==> src/rtl/pipe_pkg.sv <==
// Shared types and constants for the pipeline stage register.
package pipe_pkg;

  // Occupancy counts 0..2 held entries.
  localparam int unsigned OccW = 2;

  // The state encoding doubles as the occupancy count.
  typedef enum logic [OccW-1:0] {
    StEmpty = 2'd0,
    StOne   = 2'd1,
    StTwo   = 2'd2
  } pipe_state_e;

  // Number of held entries for a given state.
  function automatic logic [OccW-1:0] occ_of(pipe_state_e st);
    return OccW'(st);
  endfunction

endpackage

==> src/rtl/pipe_entry.sv <==
// One storage entry: control field with async reset / enable / clear,
// payload with enable only (payload keeps stale contents when dropped).
module pipe_entry
  import pipe_pkg::*;
#(
  parameter int unsigned CtrlW = 6,
  parameter int unsigned DataW = 212
) (
  input  logic             clk_i,
  input  logic             rst_ni,
  input  logic             en_i,
  input  logic             clr_i,
  input  logic [CtrlW-1:0] ctrl_i,
  input  logic [DataW-1:0] data_i,
  output logic [CtrlW-1:0] ctrl_o,
  output logic [DataW-1:0] data_o
);

  logic [CtrlW-1:0] ctrl_q;
  logic [DataW-1:0] data_q;

  // Control register: clear wins over load.
  always_ff @(posedge clk_i or negedge rst_ni) begin
    if (!rst_ni) begin
      ctrl_q <= '0;
    end else if (clr_i) begin
      ctrl_q <= '0;
    end else if (en_i) begin
      ctrl_q <= ctrl_i;
    end
  end

  // Payload register: no reset, only loaded on enable.
  always_ff @(posedge clk_i) begin
    if (en_i) begin
      data_q <= data_i;
    end
  end

  assign ctrl_o = ctrl_q;
  assign data_o = data_q;

endmodule

==> src/rtl/pipe_stage_reg.sv <==
// Valid/ready pipeline stage register. SKID=1 gives a two-entry skid buffer
// with a registered in_ready; SKID=0 gives a single register whose in_ready
// is combinational from out_ready.
module pipe_stage_reg
  import pipe_pkg::*;
#(
  parameter int unsigned CTRL_W = 6,
  parameter int unsigned DATA_W = 212,
  parameter int unsigned SKID   = 1
) (
  input  logic              clk,
  input  logic              reset,
  input  logic              flush,
  input  logic              halt,
  input  logic              in_valid,
  output logic              in_ready,
  input  logic [CTRL_W-1:0] in_ctrl,
  input  logic [DATA_W-1:0] in_data,
  output logic              out_valid,
  input  logic              out_ready,
  output logic [CTRL_W-1:0] out_ctrl,
  output logic [DATA_W-1:0] out_data,
  output logic [OccW-1:0]   occupancy
);

  pipe_state_e state_q, state_d;
  logic        in_ready_q, in_ready_d;

  logic        accept;
  logic        dequeue;

  logic              main_en, main_clr, main_from_skid;
  logic [CTRL_W-1:0] main_ctrl_d, main_ctrl;
  logic [DATA_W-1:0] main_data_d, main_data;

  logic              skid_en, skid_clr;
  logic [CTRL_W-1:0] skid_ctrl;
  logic [DATA_W-1:0] skid_data;

  assign out_valid = (state_q != StEmpty);

  // Skid mode: in_ready comes from a flop, so out_ready never reaches it.
  if (SKID != 0) begin : g_ready_reg
    assign in_ready = in_ready_q & ~halt;
  end else begin : g_ready_comb
    assign in_ready = (~out_valid | out_ready) & ~halt;
  end

  assign accept  = in_valid & in_ready & ~flush;
  assign dequeue = out_valid & out_ready & ~halt & ~flush;

  // Next-state and entry load/clear decode; flush beats halt.
  always_comb begin
    state_d        = state_q;
    main_en        = 1'b0;
    main_clr       = 1'b0;
    main_from_skid = 1'b0;
    skid_en        = 1'b0;
    skid_clr       = 1'b0;
    if (flush) begin
      state_d  = StEmpty;
      main_clr = 1'b1;
      skid_clr = 1'b1;
    end else if (!halt) begin
      unique case (state_q)
        StEmpty: begin
          if (accept) begin
            state_d = StOne;
            main_en = 1'b1;
          end
        end
        StOne: begin
          if (accept && dequeue) begin
            // Main entry drains and reloads in the same cycle.
            main_en = 1'b1;
          end else if (accept && (SKID != 0)) begin
            state_d = StTwo;
            skid_en = 1'b1;
          end else if (dequeue) begin
            state_d  = StEmpty;
            main_clr = 1'b1;
          end
        end
        StTwo: begin
          if (dequeue) begin
            // Skid entry moves forward into the main slot.
            state_d        = StOne;
            main_en        = 1'b1;
            main_from_skid = 1'b1;
            skid_clr       = 1'b1;
          end
        end
        default: begin
          state_d  = StEmpty;
          main_clr = 1'b1;
          skid_clr = 1'b1;
        end
      endcase
    end
  end

  // Room is available next cycle unless both entries will be full.
  always_comb begin
    in_ready_d = (state_d != StTwo);
  end

  // State and registered ready; ready stays low throughout reset.
  always_ff @(posedge clk or negedge reset) begin
    if (!reset) begin
      state_q    <= StEmpty;
      in_ready_q <= 1'b0;
    end else begin
      state_q    <= state_d;
      in_ready_q <= in_ready_d;
    end
  end

  // Main entry source select: upstream beat or promoted skid entry.
  always_comb begin
    main_ctrl_d = main_from_skid ? skid_ctrl : in_ctrl;
    main_data_d = main_from_skid ? skid_data : in_data;
  end

  pipe_entry #(
    .CtrlW (CTRL_W),
    .DataW (DATA_W)
  ) u_main (
    .clk_i  (clk),
    .rst_ni (reset),
    .en_i   (main_en),
    .clr_i  (main_clr),
    .ctrl_i (main_ctrl_d),
    .data_i (main_data_d),
    .ctrl_o (main_ctrl),
    .data_o (main_data)
  );

  if (SKID != 0) begin : g_skid
    pipe_entry #(
      .CtrlW (CTRL_W),
      .DataW (DATA_W)
    ) u_skid (
      .clk_i  (clk),
      .rst_ni (reset),
      .en_i   (skid_en),
      .clr_i  (skid_clr),
      .ctrl_i (in_ctrl),
      .data_i (in_data),
      .ctrl_o (skid_ctrl),
      .data_o (skid_data)
    );
  end else begin : g_no_skid
    assign skid_ctrl = '0;
    assign skid_data = '0;
  end

  // Bubbles present a zero control field.
  assign out_ctrl  = main_ctrl & {CTRL_W{out_valid}};
  assign out_data  = main_data;
  assign occupancy = occ_of(state_q);

endmodule

==> config.mk <==
export PLATFORM = sky130hd
export DESIGN_NAME = pipe_stage_reg
export DESIGN_NICKNAME = d
export VERILOG_FILES = /design/src/rtl/pipe_pkg.sv /design/src/rtl/pipe_entry.sv /design/src/rtl/pipe_stage_reg.sv
export SDC_FILE = /design/constraint.sdc
export NUM_CORES = 1
export LEC_CHECK = 0
export ABC_CLOCK_PERIOD_IN_PS = 21900
export CAP_MARGIN = 40
export CORE_MARGIN = 2
export CORE_UTILIZATION = 30
export CTS_CLUSTER_DIAMETER = 30
export DETAILED_ROUTE_END_ITERATION = 8
export SYNTH_ARGS = -nofsm -noshare
export SYNTH_HDL_FRONTEND = slang
export SYNTH_SLANG_ARGS = --single-unit
==> constraint.sdc <==
create_clock -name clk -period 21.9 [get_ports clk]
set_input_delay 6.57 -clock clk [delete_from_list [all_inputs] [get_ports clk]]
set_output_delay 6.57 -clock clk [all_outputs]
set_load 0.005 [all_outputs]
; Word level (Yosys, flattened, before mapping)
; Cells that the tools add are included.
[word_totals]
register_bits = 439
inputBits = 224
output_inout_bits = 222
elab_cells = 60
[op_classes]
eq_ne = 3
n_mux = 35
bitwise = 9
n_reduce_logical = 7
[ops]
columns = op, n
row1 = 2-to-1 mux 212 bit, 1
row2 = 2-to-1 mux 6 bit, 5
row3 = 2-to-1 mux 1 bit, 18
row4 = 2-to-1 mux 2 bit, 7
row5 = bitwise AND 1 bit, 6
row6 = bitwise AND 6 bit, 1
row7 = case mux 2 bit (3 select lines), 1
row8 = nonzero test 2 bit, 3
row9 = case mux 1 bit (2 select lines), 2
row10 = OR reduction 2 bit, 2
row11 = case mux 1 bit (3 select lines), 1
row12 = == test 2 x 1 -> 1 bit (second input constant), 1
row13 = == test 2 bit (second input constant), 1
row14 = zero test 2 bit, 1
row15 = inequality test 2 bit (second input constant), 1
row16 = inverter 1 bit, 2
row17 = logical AND 1 bit, 1

; Logic depth before layout (Yosys ltp)
; Gate-level depths: netlist (run 1).
[logic_depth]
word_depth = 11
ltp_mapped = 7
ltp_nobuf = 4

; Modules after synthesis
; Synthesis (run 1) repeated with hierarchy kept, for this count alone.
[unflattened]
cells_unflattened = 743
hier_area_um2 = 16532.1
[modules_own_cells]
columns = module, n_inst, cells_each, area_each_um2
row1 = pipe_entry, 2, 231, 6610.1
row2 = pipe_stage_reg, 1, 281, 3311.9

; Least setup slack after synthesis (run 1)
; No wires, ideal clock.
[synth_path]
path_kind = input to register
startpoint = in flush
endpoint = reg u_main.data_q[0], in the netlist u_main.data_o[0] (enable)
setup_ns = 1.078
t_arrival_ns = 21.783
required_time_ns = 20.822
setup_slack_ns = -0.961
path_stages = 3
path_buffers = 0
cell_sequence = nand3b_4 or2_0 o21ai_0
[synth_between]
elab_chain_len = 7
[synth_lines]
columns = element, line_no
row1 = start: declaration, pipe_stage_reg.sv:13  ; input logic flush,
row2 = inverter 1 bit, "pipe_stage_reg.sv:49, pipe_stage_reg.sv:50"
row3 = "bitwise AND 1 bit, on equally long branches", "pipe_stage_reg.sv:49, pipe_stage_reg.sv:50"
row4 = logical AND 1 bit, pipe_stage_reg.sv:73  ; if (accept && dequeue) begin
row5 = 2-to-1 mux 1 bit, pipe_stage_reg.sv:73
row6 = case mux 1 bit (3 select lines), pipe_stage_reg.sv:65  ; unique case (state_q)
row7 = 2-to-1 mux 1 bit, pipe_stage_reg.sv:64  ; end else if (!halt) begin
row8 = 2-to-1 mux 1 bit (*), pipe_stage_reg.sv:60  ; if (flush) begin
row9 = named net main_en, pipe_stage_reg.sv:32  ; logic main_en, main_clr, main_from_skid;
row10 = end signal: assignment, pipe_entry.sv:36  ; data_q <= data_i;
row11 = end: declaration, pipe_entry.sv:20  ; logic [DataW-1:0] data_q;
; The timed path passes the listed nets; every way through them passes the cells marked *.
; A chain may end at the register's enable or synchronous reset.

; Final worst setup path (run 1)
[layout_path]
startpoint = in halt
endpoint = out in_ready
[layout_between]
elab_chain_len = 2
[layout_lines]
columns = element, line_no
row1 = start: declaration, pipe_stage_reg.sv:14  ; input logic halt,
row2 = inverter 1 bit, pipe_stage_reg.sv:44  ; assign in_ready = in_ready_q & ~halt;
row3 = bitwise AND 1 bit, pipe_stage_reg.sv:44
row4 = end: declaration, pipe_stage_reg.sv:16  ; output logic in_ready,
; Every way passes these cells.

==> qor.yml, run 1 <==
status:
  status: "finished clean"
setup_path:
  critPathLaunchType: "input port"
  rrSetupSlack_ns: 18.32
  r2r-start: "occupancy[1]"
  worstPathRequired_ns: 15.33
  end_kind: "output pin"
  path_class: "in2out"
  worstSetupStartpoint: "halt"
  cp_data_arrival_time_ns: 7.74
  cp_max_fo: 7
placed_design:
  hpwl_microns: 27600
  gp_congestion: 0.794
  placed_area_sq_um: 21900
  io_buffers: 445
global_route:
  grt_max_degree: 71
  antenna_found_initial: 3
  grt_pass1_vias: 11000
  grt_pass1_wl_microns: 63300
  overflow: 0
  grt_usage: 0.144
routing:
  drt-vias-per-instance: 4.24
  drt_iter0_markers: 407
  final_antenna_net_count: 0
  dr.pass1.iters: 5
  route.detailed.wl_per_inst_microns: 16.7
  routed_wl_microns: 42700
  drc: 0
  num_vias: 10800
timing:
  final_hold_viol_count: 0
  max_freq_mhz: 69.9
  timing.final.crit_share: 0.654
  slew_headroom: 0.426
  tightest_slew_ns: 0.857
  clock_skew_ns: 0.0227
  fin_tns_setup_ns: 0
  hold_slack_ns: 0.490
  rsz0062_at_grt: "no"
  drv_slew: 0
  setup_viol: 0
  period_minus_slack_ns: 14.31
cts:
  cts_tree: "done"
  worstSkewPairLatency_ns: 0.62
  postCtsHoldBufs: 0
  post_cts_resized: 0
  cts_buffers: 101
  cts_buffer_depth: 3
  cts_max_level: 3
  cts.reportedPaths.clkPinSlew_ns: 0.05
  clock-root-buffer: "clkbuf_16"
  postCtsSetupBuffers: 0
  cts_sinks: 439
synthesis:
  ys_ff_latch: 439
  yosysUniqueCellTypes: 34
  syn_nets: 1426
  synthesis.area_sq_um: 16700
  ys_warn_count: 0
  ys_seq_area_frac: 0.785
  synth_top_cell_by_area: "edfxtp_1"
  synth_cells: 1202
  yosys-top-cells-area: "edfxtp_1 (76%), nand2_1 (12%), nand2_2 (3.4%)"
  avgSynthCellArea_sq_um: 13.9
  synth_top_area_share: 0.762
layout:
  num_antenna_cells: 0
  multiInputGateArea_sq_um: 3100
  fin_nets: 1942
  fin_area_sq_um: 25400
  layout-drive-gt1-share: 0.154
  area_delta_synth_final_pct: 52.3
  regArea_sq_um: 13100
  fill_cells: 4927
worst_hold_path:
  hold_class: "reg2reg"
  min-delay-start: "g_skid.u_skid.data_o[108]"
flow_run:
  drv_cap: 0
floorplanning:
  num_rows: 86
  pin_count: 446
  die_x_microns: 240
  die_area_sq_um: 57600
  core_area_sq_um: 55100
  die_h_microns: 240
  start_util: 0.303
power_and_ir_drop:
  combPwrFrac: 0.042
  seq_power_share: 0.365
  p_clk_frac: 0.593
  switching_share: 0.196
  p_leak_nw: 9.62
  power.density_nw_per_um2: 102
  power.switching_mw: 0.508
  peakVddDrop_uv: 59.8
  intPower_mw: 2.09
## cells by family after synthesis
| logic type | share of synthesized area |
|---|---|
| and+or+nand+nor | 0.170 |
| muxes | 0.00360 |
| AOI/OAI and AO/OA | 0.0109 |
| DFF | 0.785 |
| buffers and inverters | 0.0312 |
## cells in the final DEF, fill, tap and decap left out, types with 11 or more instances in the layout
cell type	count
nand2_2	90
bufinv_16	19
clkdlybuf4s50_1	445
clkbuf_1	14
clkinv_2	17
nor2_1	17
dfrtp_1	15
buf_4	11
nand2_1	547
edfxtp_1	424
clkbuf_16	102
## critical path, stage by stage
cell,delay (ns)
clkdlybuf4s50_1,0.49
nor2b_1,0.16
clkdlybuf4s50_1,0.52
## per-layer routing
| layer | up-vias | global-route usage | wire (microns) | part of all wire |
|---|---|---|---|---|
| li1 | 5188 | - | - | - |
| met1 | 5177 | 0.172 | 17100 | 0.40 |
| met2 | 386 | 0.234 | 20900 | 0.49 |
| met3 | 60 | 0.0559 | 3820 | 0.089 |
| met4 | 4 | 0.0565 | 878 | 0.021 |
| met5 | - | 0 | 28 | 0.00066 |
## layout make-up
cell class / count / area share
clock buffers: 119 / 0.104
clock inverters: 67 / 0.0350
inverters: 2 / 0.000590
multi-input cells: 710 / 0.122
flip-flops and latches: 439 / 0.515
well taps: 748 / 0.0368
repair buffers: 464 / 0.187
## synthesized netlist by cell type (all sizes together)
master	count
nand2	637
edfxtp	424
buf	45
nor2	17
dfrtp	15
o21ai	12
nor2b	8
a211oi	6
a31oi	6
clkbuf	6
mux2i	6
nand2b	3
a21oi	2
inv	2
nand3b	2
a21boi	1
and2b	1
and3b	1
nand4	1
nor3	1
o21a	1
o21bai	1
o31ai	1
or2	1
or3	1
or4b	1
## worst paths after layout
path,cells past startpoint,end
max,3,in_ready
min,2,u_main.data_o[108]
max reg2reg,6,u_main.data_o[120]
min reg2reg,2,u_main.data_o[108]
max in group asynchronous,1,u_main.ctrl_o[4]
min in group asynchronous,1,g_skid.u_skid.ctrl_o[2]
## stage by stage
stage | std cells | worst slack (ns) | total power, mW | util
floorplan | 1202 | 4.76 | 0.996 | -
global placement | 2355 | 7.58 | 1.07 | 0.394
detailed placement | 2363 | 7.58 | 1.07 | 0.398
CTS | 2549 | 7.58 | 2.63 | 0.462
global route | 2549 | 7.52 | 2.68 | 0.462
finish | 2549 | 7.59 | 2.60 | 0.462
## power groups by stage
stage | registers [mW] | logic, mW | clock network (mW)
after floorplan | 0.969 | 0.0267 | 0
after global placement | 0.961 | 0.106 | 0
after detailed placement | 0.962 | 0.110 | 0
after CTS | 0.947 | 0.111 | 1.57
after global routing | 0.948 | 0.119 | 1.62
final | 0.947 | 0.109 | 1.54
## registers in the layout, indices dropped and copies added, names as in the netlist
name                  count
occupancy                 2
g_skid.u_skid.data_o    212
u_main.data_o           212
in_ready_q                1
u_main.ctrl_o             6
g_skid.u_skid.ctrl_o      6
Power figures use the tool's default switching activity.
==> inputs of run 2 (changes only) <==
--- a/config.mk
+++ b/config.mk
@@ -5,7 +5,7 @@
 export SDC_FILE = /design/constraint.sdc
 export NUM_CORES = 1
 export LEC_CHECK = 0
-export ABC_CLOCK_PERIOD_IN_PS = 21900
+export ABC_CLOCK_PERIOD_IN_PS = 13700
 export CAP_MARGIN = 40
 export CORE_MARGIN = 2
 export CORE_UTILIZATION = 30
==> constraint.sdc (replaced) <==
create_clock -name clk -period 13.7 [get_ports clk]
set_input_delay 4.11 -clock clk [delete_from_list [all_inputs] [get_ports clk]]
set_output_delay 4.11 -clock clk [all_outputs]
set_load 0.005 [all_outputs]
==> qor.yml, run 2 (synthesis results as in run 1) <==
placed_design:
  hpwl_microns: 26700  # -3.3%
  io_buffers: 445  # unchanged
  gp_congestion: 0.775  # -2.3%
timing:
  final_hold_viol_count: 0  # unchanged
  timing.final.crit_share: 0.687
  period_minus_slack_ns: 9.41
  clock_skew_ns: 0.0162  # -0.00657 ns
  rsz0062_at_grt: "no"
  setup_viol: 0  # unchanged
  tightest_slew_ns: 0.944  # +0.0872 ns
  hold_slack_ns: 0.498  # +0.00806 ns
  slew_headroom: 0.371  # -0.0559
  fin_tns_setup_ns: 0  # unchanged
  max_freq_mhz: 106
  drv_slew: 0  # unchanged
global_route:
  overflow: 0  # unchanged
  grt_max_degree: 142  # +100%
  grt_pass1_wl_microns: 62400  # -1.5%
  grt_usage: 0.142  # -0.00242
  grt_pass1_vias: 10800  # -2.1%
  antenna_found_initial: 7  # +4
cts:
  postCtsHoldBufs: 0  # unchanged
  cts.reportedPaths.clkPinSlew_ns: 0.05  # about the same
  worstSkewPairLatency_ns: 0.62  # about the same
  cts_tree: "done"
  post_cts_resized: 0  # unchanged
  cts_buffer_depth: 3  # unchanged
  cts_buffers: 102  # +0.99%
  postCtsSetupBuffers: 0  # unchanged
  cts_sinks: 439  # unchanged
  cts_max_level: 3  # unchanged
  clock-root-buffer: "clkbuf_16"
floorplanning:
  num_rows: 86  # unchanged
  die_h_microns: 240  # unchanged
  die_x_microns: 240  # unchanged
  start_util: 0.303  # unchanged
  die_area_sq_um: 57600  # unchanged
  core_area_sq_um: 55100  # unchanged
  pin_count: 446  # unchanged
layout:
  final_cell_mix: "nand2_1 (547), clkdlybuf4s50_1 (445), edfxtp_1 (424), clkbuf_16 (104), nand2_2 (90)"
  layout-drive-gt1-share: 0.152  # -0.00247
  layout_commonest_cell: "nand2_1"
  fin_nets: 1940  # -0.10%
  fill_cells: 4973  # +0.93%
  area_delta_synth_final_pct: 51.6
status:
  status: "finished clean"
routing:
  drc: 0  # unchanged
  final_antenna_net_count: 0  # unchanged
  drt-vias-per-instance: 4.17  # -1.7%
  num_vias: 10700  # -1.5%
  routed_wl_microns: 42200  # -1.2%
  route.detailed.wl_per_inst_microns: 16.5  # -1.3%
  dr.pass1.iters: 4  # -1
  drt_iter0_markers: 402  # -1.2%
setup_path:
  max_stage_delay_ns: 0.52  # about the same
  end_kind: "output pin"
  cp_data_arrival_time_ns: 5.30  # -2.44 ns
  worst_path_max_delay_cell: "clkdlybuf4s50_1"
  r2r_cells: 6  # unchanged
  worstPathRequired_ns: 9.59  # -5.74 ns
  critPathLaunchType: "input port"
  path_class: "in2out"
  cpMostUsedCell: "clkdlybuf4s50_1"
  cp_cell_sequence: "clkdlybuf4s50_1 > nor2b_1 > clkdlybuf4s50_1"
  cp_max_fo: 7  # unchanged
worst_hold_path:
  hold_class: "reg2reg"
  holdPathStages: 2  # unchanged
power_and_ir_drop:
  power.density_nw_per_um2: 161  # +58%
  p_leak_nw: 9.56  # -0.60%
  peakVddDrop_uv: 108  # +80%
flow_run:
  drv_cap: 0  # unchanged
## run 2: cell types whose count changed in the layout (fill, tap and decap cells not counted)
cell       change
buf_4          -1
clkinv_8       +2
buf_12         +2
diode_2        +1
inv_16         -1
buf_16         -4
bufinv_16      -5
clkinv_4       +1
clkbuf_16      +2
clkinv_16      +1
clkbuf_8       -1
clkinv_1       +7
## run 2: layout make-up
type                       count  area [sq um]  area share
antenna                        1          2.50   0.0000988
clock buffer                 120          2680       0.106
clock inverter                72           818      0.0323
inverter                       2          15.0    0.000593
multi-input combinational    710          3100       0.122
sequential                   439         13100       0.517
tap                          748           936      0.0369
timing repair buffer         461          4670       0.184
## run 2: layer usage
layer	part of all wire	track usage	vias to the layer above
met2	0.48	0.227	359
met1	0.40	0.168	5029
met5	0.0019	0	-
met4	0.021	0.0602	12
met3	0.091	0.0581	71
li1	-	-	5181
## run 2: worst paths after layout
kind                                            from                       to  slack [ns]
min in group asynchronous                      reset  g_skid.u_skid.ctrl_o[3]        3.93
min reg2reg                g_skid.u_skid.data_o[181]       u_main.data_o[181]        0.50
max reg2reg                             occupancy[1]       u_main.data_o[107]       10.52
max in group asynchronous                      reset         u_main.ctrl_o[2]        9.32
min                        g_skid.u_skid.data_o[181]       u_main.data_o[181]        0.50
max                                             halt                 in_ready        4.29
## run 2: power breakdown
group          leakage [nW]  switching (mW)  total [mW]  internal, mW
Sequential             4.06         0.00755        1.51          1.51
Combinational          3.82          0.0692       0.173         0.104
Clock                  1.68           0.747        2.40          1.66
## run 2: critical path: cells and delay by family
family / cells / cell delay [ns]
buf+inv: 2 / 1.03
simple gates: 1 / 0.16
## run 2: metrics by stage
stage | power (mW) | setup WS [ns] | util | std cells | instance area [sq um]
floorplan | 1.59 | 3.12 | - | 1202 | 16700
global placement | 1.71 | 4.30 | 0.394 | 2355 | 21700
detailed placement | 1.71 | 4.28 | 0.396 | 2360 | 21800
CTS | 4.15 | 4.28 | 0.460 | 2552 | 25300
global route | 4.23 | 4.20 | 0.460 | 2552 | 25300
finish | 4.09 | 4.29 | 0.460 | 2553 | 25300
==> inputs of run 3 (changes only) <==
--- a/config.mk
+++ b/config.mk
@@ -5,7 +5,7 @@
 export SDC_FILE = /design/constraint.sdc
 export NUM_CORES = 1
 export LEC_CHECK = 0
-export ABC_CLOCK_PERIOD_IN_PS = 13700
+export ABC_CLOCK_PERIOD_IN_PS = 9500
 export CAP_MARGIN = 40
 export CORE_MARGIN = 2
 export CORE_UTILIZATION = 30
==> constraint.sdc (replaced) <==
create_clock -name clk -period 9.5 [get_ports clk]
set_input_delay 2.85 -clock clk [delete_from_list [all_inputs] [get_ports clk]]
set_output_delay 2.85 -clock clk [all_outputs]
set_load 0.005 [all_outputs]
==> qor.yml, run 3 (synthesis results as in run 1) <==
global_route:
  grt_pass1_wl_microns: 62900  # +0.92%
  grt_max_degree: 121  # -15%
  grt_pass1_vias: 10800  # -0.13%
  antenna_found_initial: 8  # +1
  grt_usage: 0.143  # +0.00116
  overflow: 0  # unchanged
cts:
  cts_buffer_depth: 3  # unchanged
  clock-root-buffer: "clkbuf_16"
  worstSkewPairLatency_ns: 0.62  # about the same
  post_cts_resized: 0  # unchanged
  postCtsHoldBufs: 0  # unchanged
  cts_tree: "done"
  cts_max_level: 3  # unchanged
  cts_buffers: 101  # -0.98%
  postCtsSetupBuffers: 0  # unchanged
  cts_sinks: 439  # unchanged
  cts.reportedPaths.clkPinSlew_ns: 0.05  # about the same
placed_design:
  placed_area_sq_um: 21900  # +0.15%
  hpwl_microns: 27100  # +1.5%
  place_inst: 2360  # unchanged
  io_buffers: 445  # unchanged
  gp_congestion: 0.759  # -2.1%
routing:
  num_vias: 10700  # +0.54%
  drt_iter0_markers: 417  # +3.7%
  routed_wl_microns: 42300  # +0.18%
  drc: 0  # unchanged
  route.detailed.wl_per_inst_microns: 16.6  # +0.45%
  drt-vias-per-instance: 4.21  # +0.82%
  final_antenna_net_count: 0  # unchanged
  dr.pass1.iters: 5  # +1
setup_path:
  critPathLaunchType: "input port"
  end_kind: "output pin"
  cpMostUsedCell: "clkdlybuf4s50_1"
  path_class: "in2out"
  worst_path_max_delay_cell: "clkdlybuf4s50_1"
  cp_max_fo: 7  # unchanged
  cp_data_arrival_time_ns: 4.02  # -1.28 ns
  cp_cell_sequence: "clkdlybuf4s50_1 > nor2b_1 > clkdlybuf4s50_1"
  max_stage_delay_ns: 0.51  # about the same
  worstPathRequired_ns: 6.65  # -2.94 ns
power_and_ir_drop:
  power.density_nw_per_um2: 231  # +43%
  combPwrFrac: 0.043  # about the same
  intPower_mw: 4.67  # +43%
  power.switching_mw: 1.18  # +43%
  peakVddDrop_uv: 131  # +21%
  p_leak_nw: 9.54  # -0.23%
  switching_share: 0.202  # about the same
  p_clk_frac: 0.583  # -0.004
  seq_power_share: 0.374  # +0.004
  finalPower_mw: 5.85  # +43%
layout:
  fin_cells: 2546  # -0.27%
  final_cell_mix: "nand2_1 (547), clkdlybuf4s50_1 (445), edfxtp_1 (424), clkbuf_16 (103), nand2_2 (90)"
  fill_cells: 5018  # +0.90%
  fin_area_sq_um: 25300  # -0.17%
  fin_nets: 1939  # -0.052%
  multiInputGateArea_sq_um: 3100  # unchanged
  layout-drive-gt1-share: 0.149  # -0.00258
  area_delta_synth_final_pct: 51.4
  regArea_sq_um: 13100  # unchanged
  layout_commonest_cell: "nand2_1"
  final_util: 0.459  # -0.000795
timing:
  clock_skew_ns: 0.0190  # +0.00285 ns
  slew_headroom: 0.352  # -0.0188
  drv_slew: 0  # unchanged
  period_minus_slack_ns: 6.87
  timing.final.crit_share: 0.724
  fin_tns_setup_ns: 0  # unchanged
  final_hold_viol_count: 0  # unchanged
  rsz0062_at_grt: "no"
  max_freq_mhz: 145
  setup_viol: 0  # unchanged
  tightest_slew_ns: 0.972  # +0.0282 ns
floorplanning:
  die_area_sq_um: 57600  # unchanged
  pin_count: 446  # unchanged
  die_h_microns: 240  # unchanged
  start_util: 0.303  # unchanged
  num_rows: 86  # unchanged
  core_area_sq_um: 55100  # unchanged
  die_x_microns: 240  # unchanged
status:
  status: "finished clean"
worst_hold_path:
  hold_class: "reg2reg"
flow_run:
  drv_cap: 0  # unchanged
run 3: cell types whose count changed in the layout (fill, tap and decap cells not counted), moves of 2 or more:
| cell | previous run | this run |
|---|---|---|
| clkbuf_1 | 14 | 12 |
| clkinvlp_4 | 10 | 8 |
| clkinv_8 | 4 | 1 |
| clkbuf_8 | 2 | 0 |
| buf_4 | 10 | 8 |
| diode_2 | 1 | 3 |
run 3: through the flow:
stage | worst slack [ns] | hold slack (ns)
4_1_cts | 2.62 | 0.495
5_1_grt | 2.54 | 0.508
3_5_place_dp | 2.64 | 0.492
3_3_place_gp | 2.63 | 0.489
6_report | 2.63 | 0.495
2_1_floorplan | 0.180 | 0.484
run 3: path summary, 6_finish.rpt:
check | startpoint | endpoint | slack, ns | cells past startpoint
worst max register to register | occupancy[1] | u_main.data_o[121] | 6.47 | 7
worst min-delay path | g_skid.u_skid.data_o[68] | u_main.data_o[68] | 0.50 | 2
min in group asynchronous | reset | g_skid.u_skid.ctrl_o[3] | 2.65 | 1
worst max-delay path | halt | in_ready | 2.63 | 3
max in group asynchronous | reset | occupancy[1] | 6.41 | 1
worst min register to register | g_skid.u_skid.data_o[68] | u_main.data_o[68] | 0.50 | 2
run 3: power by group through the flow:
stage / Clock (mW) / Sequential, mW / Combinational, mW
2_1_floorplan: 0 / 2.23 / 0.0617
3_3_place_gp: 0 / 2.22 / 0.246
3_5_place_dp: 0 / 2.22 / 0.254
4_1_cts: 3.49 / 2.18 / 0.255
5_1_grt: 3.59 / 2.19 / 0.275
6_report: 3.41 / 2.18 / 0.251
run 3: critical path, delay by kind of cell:
family / cells / cell delay, ns
buffers and inverters: 2 / 1.02
AND/OR/NAND/NOR: 1 / 0.15
run 3: per-layer routing:
layer,global-route usage,up-vias,part of all wire
met4,0.0661,10,0.031
met1,0.168,5064,0.40
li1,-,5178,-
met3,0.0635,91,0.095
met2,0.224,367,0.47
met5,0,-,0.0016
run 3: final cells by class:
class | count | share of cell area
Sequential cell | 439 | 0.518
Timing Repair Buffer | 461 | 0.186
Multi-Input combinational cell | 710 | 0.122
Clock buffer | 115 | 0.104
Tap cell | 748 | 0.0370
Clock inverter | 68 | 0.0315
Inverter | 2 | 0.000594
Antenna cell | 3 | 0.000297
